## config.mk

```make
export PLATFORM = sky130hd
export DESIGN_NAME = score_board
export DESIGN_NICKNAME = d
export VERILOG_FILES = /design/src/rtl/score_board.sv
export SDC_FILE = /design/constraint.sdc
export NUM_CORES = 1
export LEC_CHECK = 0
export CORE_AREA = 2 2 96 98
export DETAILED_ROUTE_END_ITERATION = 7
export DIE_AREA = 0 0 98 100
export GPL_TIMING_DRIVEN = 0
export PLACE_DENSITY = 0.76
export SKIP_CTS_REPAIR_TIMING = 1
export SYNTH_ARGS = -nofsm -noshare
export SYNTH_HDL_FRONTEND = slang
export SYNTH_SLANG_ARGS = --single-unit
```

## constraint.sdc

```tcl
create_clock -name clk -period 3.75 [get_ports clk]
set_clock_uncertainty 0.2 [all_clocks]
set_input_delay 0.75 -clock clk [delete_from_list [all_inputs] [get_ports clk]]
set_output_delay 0.75 -clock clk [all_outputs]
set_load 0.1 [all_outputs]
```

## src/rtl/score_board.sv

```systemverilog
// BCD score counter with saturating ripple increment and a 3x5 (2x2-scaled) glyph renderer.
// Optional high-score register and second display line: define SCORE_BOARD_HISCORE_EN.
module score_board #(
    parameter int CONV        = 2,
    parameter int NUM_DIGITS  = 4,
    parameter int OFFSET      = 120,
    parameter int DIGIT_PITCH = 10,
    parameter int VOFFSET     = 2
) (
    input  logic                    clk,
    input  logic                    rst,
    input  logic                    i_game_start,
    input  logic                    i_game_frozen,
    input  logic                    i_game_tick,
    input  logic [9-CONV:0]         i_hpos,
    input  logic [9-CONV:0]         i_vpos,
    output logic [4*NUM_DIGITS-1:0] o_score,
    output logic [4*NUM_DIGITS-1:0] o_hiscore,
    output logic                    o_saturated,
    output logic                    o_score_color
);

    localparam int SW = 4 * NUM_DIGITS;
    localparam int PW = 10 - CONV;

    // Glyph rows packed {row4..row0}; within a row bit 0 is the leftmost font column.
    function automatic logic [14:0] font_glyph(input logic [3:0] d);
        case (d)
            4'd0:    font_glyph = {3'b111, 3'b101, 3'b101, 3'b101, 3'b111};
            4'd1:    font_glyph = {3'b001, 3'b001, 3'b001, 3'b001, 3'b001};
            4'd2:    font_glyph = {3'b111, 3'b001, 3'b111, 3'b100, 3'b111};
            4'd3:    font_glyph = {3'b111, 3'b100, 3'b111, 3'b100, 3'b111};
            4'd4:    font_glyph = {3'b100, 3'b100, 3'b111, 3'b101, 3'b101};
            4'd5:    font_glyph = {3'b111, 3'b100, 3'b111, 3'b001, 3'b111};
            4'd6:    font_glyph = {3'b111, 3'b101, 3'b111, 3'b001, 3'b111};
            4'd7:    font_glyph = {3'b100, 3'b100, 3'b100, 3'b100, 3'b111};
            4'd8:    font_glyph = {3'b111, 3'b101, 3'b111, 3'b101, 3'b111};
            4'd9:    font_glyph = {3'b111, 3'b100, 3'b111, 3'b101, 3'b111};
            default: font_glyph = 15'd0;
        endcase
    endfunction

    function automatic logic all_nines(input logic [SW-1:0] s);
        all_nines = 1'b1;
        for (int k = 0; k < NUM_DIGITS; k++) begin
            if (s[4*k +: 4] != 4'd9) all_nines = 1'b0;
        end
    endfunction

    // Ripple increment; a fully saturated score is returned unchanged rather than wrapping.
    function automatic logic [SW-1:0] bcd_inc(input logic [SW-1:0] s);
        logic carry;
        carry   = ~all_nines(s);
        bcd_inc = s;
        for (int k = 0; k < NUM_DIGITS; k++) begin
            if (carry) begin
                if (s[4*k +: 4] == 4'd9) begin
                    bcd_inc[4*k +: 4] = 4'd0;
                end else begin
                    bcd_inc[4*k +: 4] = s[4*k +: 4] + 4'd1;
                    carry = 1'b0;
                end
            end
        end
    endfunction

    // One display line: cells whose left edge would sit left of column 0 are never lit.
    function automatic logic line_lit(input logic [PW-1:0] hpos, input logic [PW-1:0] vpos,
                                      input logic [SW-1:0] digits, input int line_y);
        int         cell_x;
        int         dx;
        int         dy;
        logic [14:0] glyph;
        logic [3:0]  idx;
        line_lit = 1'b0;
        dy = int'(vpos) - line_y;
        if (dy >= 0 && dy < 10) begin
            for (int k = 0; k < NUM_DIGITS; k++) begin
                cell_x = OFFSET - k * DIGIT_PITCH;
                dx     = int'(hpos) - cell_x;
                if (cell_x >= 0 && dx >= 0 && dx < 6) begin
                    glyph    = font_glyph(digits[4*k +: 4]);
                    idx      = 4'((dy >> 1) * 3 + (dx >> 1));
                    line_lit = line_lit | glyph[idx];
                end
            end
        end
    endfunction

    logic lit_p0;

    always_ff @(posedge clk) begin
        if (rst) begin
            o_score <= '0;
        end else if (i_game_start) begin
            o_score <= '0;
        end else if (i_game_tick && !i_game_frozen) begin
            o_score <= bcd_inc(o_score);
        end
    end

    assign o_saturated = all_nines(o_score);

`ifdef SCORE_BOARD_HISCORE_EN
    logic frozen_p1;
    logic frozen_rise;

    assign frozen_rise = i_game_frozen & ~frozen_p1;

    always_ff @(posedge clk) begin
        if (rst) begin
            frozen_p1 <= 1'b0;
            o_hiscore <= '0;
        end else begin
            frozen_p1 <= i_game_frozen;
            if (frozen_rise && (o_score > o_hiscore)) o_hiscore <= o_score;
        end
    end

    always_comb begin
        lit_p0 = line_lit(i_hpos, i_vpos, o_score, VOFFSET)
               | line_lit(i_hpos, i_vpos, o_hiscore, VOFFSET + 12);
    end
`else
    assign o_hiscore = '0;

    always_comb begin
        lit_p0 = line_lit(i_hpos, i_vpos, o_score, VOFFSET);
    end
`endif

    // p0 -> p1: pixel colour registered, one cycle behind the sampled position
    always_ff @(posedge clk) begin
        if (rst) o_score_color <= 1'b0;
        else     o_score_color <= lit_p0;
    end

endmodule
```

Word level (Yosys, flattened, before mapping) --
Memories as Yosys holds them, arrays and structs flattened. A register that Yosys moved wholly into a read port is not among the register bits. Index checks and enable logic that the tools add are counted.
Storage, ports and cells: flip-flop bits (word level) 17, ROM bits 832, input port bits 21, output and inout bits 34, logic and storage cells 120, memories kept 4
Memories:
- (name not given) | words 16, width 13, rd ports 1, clocked after memory_dff 1, wr ports 0, RTL line 28 | case (d)
- (name not given) | words 16, width 13, rd ports 1, clocked after memory_dff 1, wr ports 0, RTL line 28
- (name not given) | words 16, width 13, rd ports 1, clocked after memory_dff 1, wr ports 0, RTL line 28
- (name not given) | words 16, width 13, rd ports 1, clocked after memory_dff 1, wr ports 0, RTL line 28
Operators by class: $add $sub $neg 13, multipliers 1, magnitude comparators 14, equal/unequal tests 8, multiplexer cells 57, bitwise gates (word level) 5, reduce and logical (&&, ||, !) cells 13
Operators by type and width (number):
- two-way mux 15 bit | 8
- two-way mux 4 bit | 12
- greater-or-equal comparator 9 x 1 -> 1 bit, second input constant | 5
- < comparator 9 x 4 -> 1 bit, second input constant | 4
- subtractor 8 x 7 -> 9 bit, second input constant | 4
- two-way mux 1 bit | 33
- multiplier 31 x 2 -> 4 bit, second input constant | 1
- < comparator 4 x 5 -> 1 bit, second input constant | 4
- adder 4 x 1 -> 4 bit, second input constant | 4
- adder 4 bit | 4
- binary-select mux 1 bit (select 4 bit) | 4
- == test 4 bit, second input constant | 4
- != test 4 bit, second input constant | 4
- < comparator 9 x 5 -> 1 bit, second input constant | 1
- subtractor 8 x 2 -> 9 bit, second input constant | 1
- AND reduction 2 bit | 4
- logical AND 1 bit | 6
- OR reduction 2 bit | 2
- bitwise OR 1 bit | 3
- NOT 1 bit | 2
- logical NOT 1 bit | 1

Logic depth before layout (Yosys ltp) --
word-level depth 25, depth in mapped cells 12, gate-level depth less buffers 11

Worst setup path after synthesis --
No wires, ideal clock.
path type input to register, start input i_vpos[1], end register o_score_color, library setup time 126 ps, arrival time 3681 ps, data required time 3424 ps, setup slack -258 ps, stages on the path 11, path buffers 0, path through inv_1 > ha_1 > xor2_1 > inv_1 > fa_1 > xnor2_1 > mux4_2 > or2_2 > a21oi_1 > a211o_1 > a31oi_1
Between the ends: longest elaborated chain between the ends 15, elaborated cells on any way between the ends 29, those cells by class 5 x add/sub; 1 x mul; 2 x order compare; 15 x mux; 4 x bitwise; 2 x reduce/logical
RTL lines:
- start: declaration | RTL line 16 | input logic [9-CONV:0] i_vpos,
- subtractor 8 x 2 -> 9 bit (*) | RTL line 76 | dy = int'(vpos) - line_y;
- multiplier 31 x 2 -> 4 bit | RTL line 83 | idx = 4'((dy >> 1) * 3 + (dx >> 1));
- adder 4 bit | RTL line 83
- binary-select mux 1 bit (select 4 bit) | RTL line 84 | line_lit = line_lit | glyph[idx];
- two-way mux 1 bit (not written as such) | RTL line 84
- two-way mux 1 bit | RTL line 81 | if (cell_x >= 0 && dx >= 0 && dx < 6) begin
- two-way mux 1 bit | RTL line 77 | if (dy >= 0 && dy < 10) begin
- bitwise OR 1 bit | RTL line 84
- two-way mux 1 bit | RTL line 81
- two-way mux 1 bit | RTL line 77
- bitwise OR 1 bit | RTL line 84
- two-way mux 1 bit | RTL line 81
- two-way mux 1 bit | RTL line 77
- bitwise OR 1 bit | RTL line 84
- two-way mux 1 bit | RTL line 81
- end signal: assignment | RTL line 135 | else o_score_color <= lit_p0;
- end: declaration | RTL line 20 | output logic o_score_color
Mark *: on every way between the ends. The rest lies on a longest branch, timed or not. The select of a mux whose other input is x is not followed. A chain may end at the register's enable or synchronous reset.

Worst setup path after layout --
start input i_hpos[3], end register o_score_color
Between the ends: longest elaborated chain between the ends 14, elaborated cells on any way between the ends 38, those cells by class 8 x add/sub; 8 x order compare; 15 x mux; 3 x bitwise; 4 x reduce/logical
RTL lines:
- start: declaration | RTL line 15 | input logic [9-CONV:0] i_hpos,
- subtractor 8 x 7 -> 9 bit | RTL line 80 | dx = int'(hpos) - cell_x;
- adder 4 bit | RTL line 83
- binary-select mux 1 bit (select 4 bit) | RTL line 84
- two-way mux 1 bit (not written as such) | RTL line 84
- two-way mux 1 bit | RTL line 81
- two-way mux 1 bit | RTL line 77
- bitwise OR 1 bit | RTL line 84
- two-way mux 1 bit | RTL line 81
- two-way mux 1 bit | RTL line 77
- bitwise OR 1 bit | RTL line 84
- two-way mux 1 bit | RTL line 81
- two-way mux 1 bit | RTL line 77
- bitwise OR 1 bit | RTL line 84
- two-way mux 1 bit (*) | RTL line 81
Marks and branches as above.

==> impl_metrics.json <==
{
  "dp.cells": 655,
  "hold_path.class": "register to register",
  "p_switching_mw": 0.615,
  "antenna_found_initial": 0,
  "drc": 0,
  "setup_viol": 1,
  "hpwl_microns": 7150,
  "grt_setup_unrepaired": "true",
  "layout-drive-gt1-share": 0.170,
  "ff2ff_path_depth": 10,
  "p_int_mw": 1.37,
  "required_ns": 3.75,
  "post-route-util": 0.606,
  "grt_max_degree": 12,
  "grt_pass1_vias": 3623,
  "routed_via_density": 5.39,
  "root_buffer": "clkbuf_8",
  "final_cells": 683,
  "final_common_cell": "dfxtp_1",
  "pwr-share-seq": 0.327,
  "syn_area_sq_mm": 0.00435,
  "nets": 636,
  "hold_ws_ns": 0.461,
  "worstSetupPathType": "input port to register",
  "cts.reportedPaths.clkPinSlew_ns": 0.07,
  "gp_congestion": 0.959,
  "synth.distinct_cells": 73,
  "drt_iter0_drc": 130,
  "worstHoldPathCells": 2,
  "cts_buffers": 9,
  "synth-edff-count": 0,
  "clock_sinks": 61,
  "grt_overflow_total": 0,
  "violations": "negative setup slack",
  "period_share": 1.01,
  "synth_ff_type": "dfxtp_1",
  "ir_drop_v": 0.000207,
  "finalCriticalPeriod_ns": 3.78,
  "num_rows": 35,
  "die_x_microns": 98,
  "clock_power_share": 0.320,
  "syn_inst": 493,
  "dr_total_vias": 3680,
  "grt_use_total": 0.196,
  "worstPathArrival_ns": 3.78,
  "maxCapViolations": 0,
  "coreArea_sq_mm": 0.00889,
  "diodes": 0,
  "htree_levels": 3,
  "io_buffers": 36,
  "hold_violations": 0,
  "tightest_slew_ns": 0.977,
  "io_pins": 55,
  "area_delta_synth_final_pct": 23.7,
  "grt_pass1_wl_microns": 16200,
  "wl_per_cell_microns": 14.2,
  "fmax_mhz": 265,
  "start_util": 0.490,
  "clock_latency_ns": 0.33,
  "die-area_sq_mm": 0.00980,
  "p_per_area_mw_per_mm2": 370,
  "fin_tns_setup_ns": -0.0289,
  "ant_nets": 0,
  "critPathMaxFanout": 8,
  "swShare": 0.309,
  "die_h_microns": 100,
  "cts_tree": "yes",
  "drtPass1Iterations": 4,
  "mostFrequentLayoutCells": "dfxtp_1 (61), inv_1 (48), o21ai_0 (38), ha_1 (38), clkdlybuf4s50_1 (32)",
  "yosysSeqAreaShare": 0.281,
  "startpoint_type": "input port",
  "clockBufferDepth": 2,
  "maxSlewViolCount": 0,
  "stdcell_area_sq_mm": 0.00538,
  "combPwrFrac": 0.352,
  "status": "finished, violations left",
  "post_dp_cell_area_sq_mm": 0.00492,
  "ys_ff_latch": 61,
  "slew_headroom": 0.347,
  "nFillCells": 774,
  "drt_wl_total_microns": 9670,
  "avgSynthCellArea_sq_um": 8.83,
  "timing.final.ws_setup_ns": -0.0289,
  "leakagePower_nw": 2.33,
  "end_kind": "register",
  "yosysWarnings": 0,
  "async_reset_ff_frac": 0
}
## critical path, cell delays in order
cell and delay (ns):
clkdlybuf4s50_1 0.62, clkbuf_1 0.36, inv_1 0.22, ha_1 0.32, inv_1 0.05, ha_1 0.30, a21oi_1 0.17, xnor2_1 0.17
mux4_2 0.53, o211ai_1 0.14, a31oi_1 0.14
## layout make-up
class | count | area, sq um | area share
Tap cell | 111 | 139 | 0.0258
Sequential cell | 61 | 1220 | 0.227
Inverter | 53 | 203 | 0.0376
Clock inverter | 6 | 86.3 | 0.0160
Clock buffer | 10 | 138 | 0.0256
Timing Repair Buffer | 49 | 460 | 0.0855
Buffer | 30 | 193 | 0.0358
Multi-Input combinational cell | 363 | 2940 | 0.547
## cell usage after synthesis (3+ instances only)
cell | count | area share
o21ai_0 | 38 | 0.044
fa_1 | 5 | 0.023
a21o_1 | 6 | 0.010
a211oi_1 | 3 | 0.0052
a21oi_1 | 25 | 0.029
buf_2 | 3 | 0.0034
mux2_2 | 4 | 0.010
mux4_2 | 5 | 0.026
xor2_1 | 12 | 0.024
nor3b_1 | 3 | 0.0052
nand2_1 | 18 | 0.016
inv_1 | 50 | 0.043
and2_1 | 4 | 0.0057
o211ai_1 | 7 | 0.012
nor4_1 | 3 | 0.0043
nand2b_1 | 8 | 0.011
nand3b_1 | 6 | 0.010
nor3_1 | 16 | 0.018
nor2b_1 | 3 | 0.0043
nand4bb_1 | 3 | 0.0078
a31oi_1 | 14 | 0.020
mux2i_1 | 13 | 0.030
a211o_1 | 4 | 0.0080
or2_2 | 3 | 0.0043
o22ai_1 | 4 | 0.0057
dfxtp_1 | 61 | 0.28
buf_4 | 16 | 0.028
and3b_1 | 3 | 0.0060
xnor2_1 | 14 | 0.028
ha_1 | 43 | 0.12
nand3_1 | 12 | 0.014
clkbuf_1 | 9 | 0.0078
nand4_1 | 3 | 0.0043
nor2_1 | 22 | 0.019
## routing by layer
layer  vias up  part of all wire  global-route usage
li1       1862                 -                   -
met1      1693              0.45               0.251
met2       108              0.48               0.328
met3        17             0.045              0.0341
met4         0             0.019              0.0855
met5         -                 0                   0
## power groups by stage
stage               clock network [mW]  registers (mW)  logic [mW]
finish                           0.638           0.652       0.701
global route                     0.680           0.651       0.760
CTS                              0.648           0.652       0.564
detailed placement                   0           0.666       0.558
global placement                     0           0.666       0.549
floorplan                            0           0.669       0.453
## final timing paths
kind	start	endpoint	slack (ns)
worst max-delay path	i_hpos[3]	o_score_color	-0.03
worst max register to register	o_score[4]	register	0.76
worst min register to register	o_score[9]	o_score[9]	0.46
worst min-delay path	o_score[9]	o_score[9]	0.46
## cells by family (layout without fill, tap and decap cells)
| group | after synthesis | count (layout) | synth area share |
|---|---|---|---|
| AOI/OAI and AO/OA | 131 | 131 | 0.200 |
| xor gates and xnor gates | 27 | 27 | 0.0575 |
| and+or+nand+nor | 119 | 119 | 0.158 |
| DFF | 61 | 61 | 0.281 |
| adders and majority gates | 48 | 48 | 0.147 |
| other | 1 | 16 | 0.000861 |
| buffers and inverters | 84 | 148 | 0.0905 |
| muxes | 22 | 22 | 0.0661 |
## metrics by stage
| step | setup slack [ns] | power, mW |
|---|---|---|
| floorplan | -0.129 | 1.12 |
| global placement | -1.15 | 1.22 |
| detailed placement | -1.18 | 1.22 |
| CTS | -0.856 | 1.86 |
| global route | -0.165 | 2.09 |
| finish | -0.0289 | 1.99 |
Power figures use the tool's default switching activity.
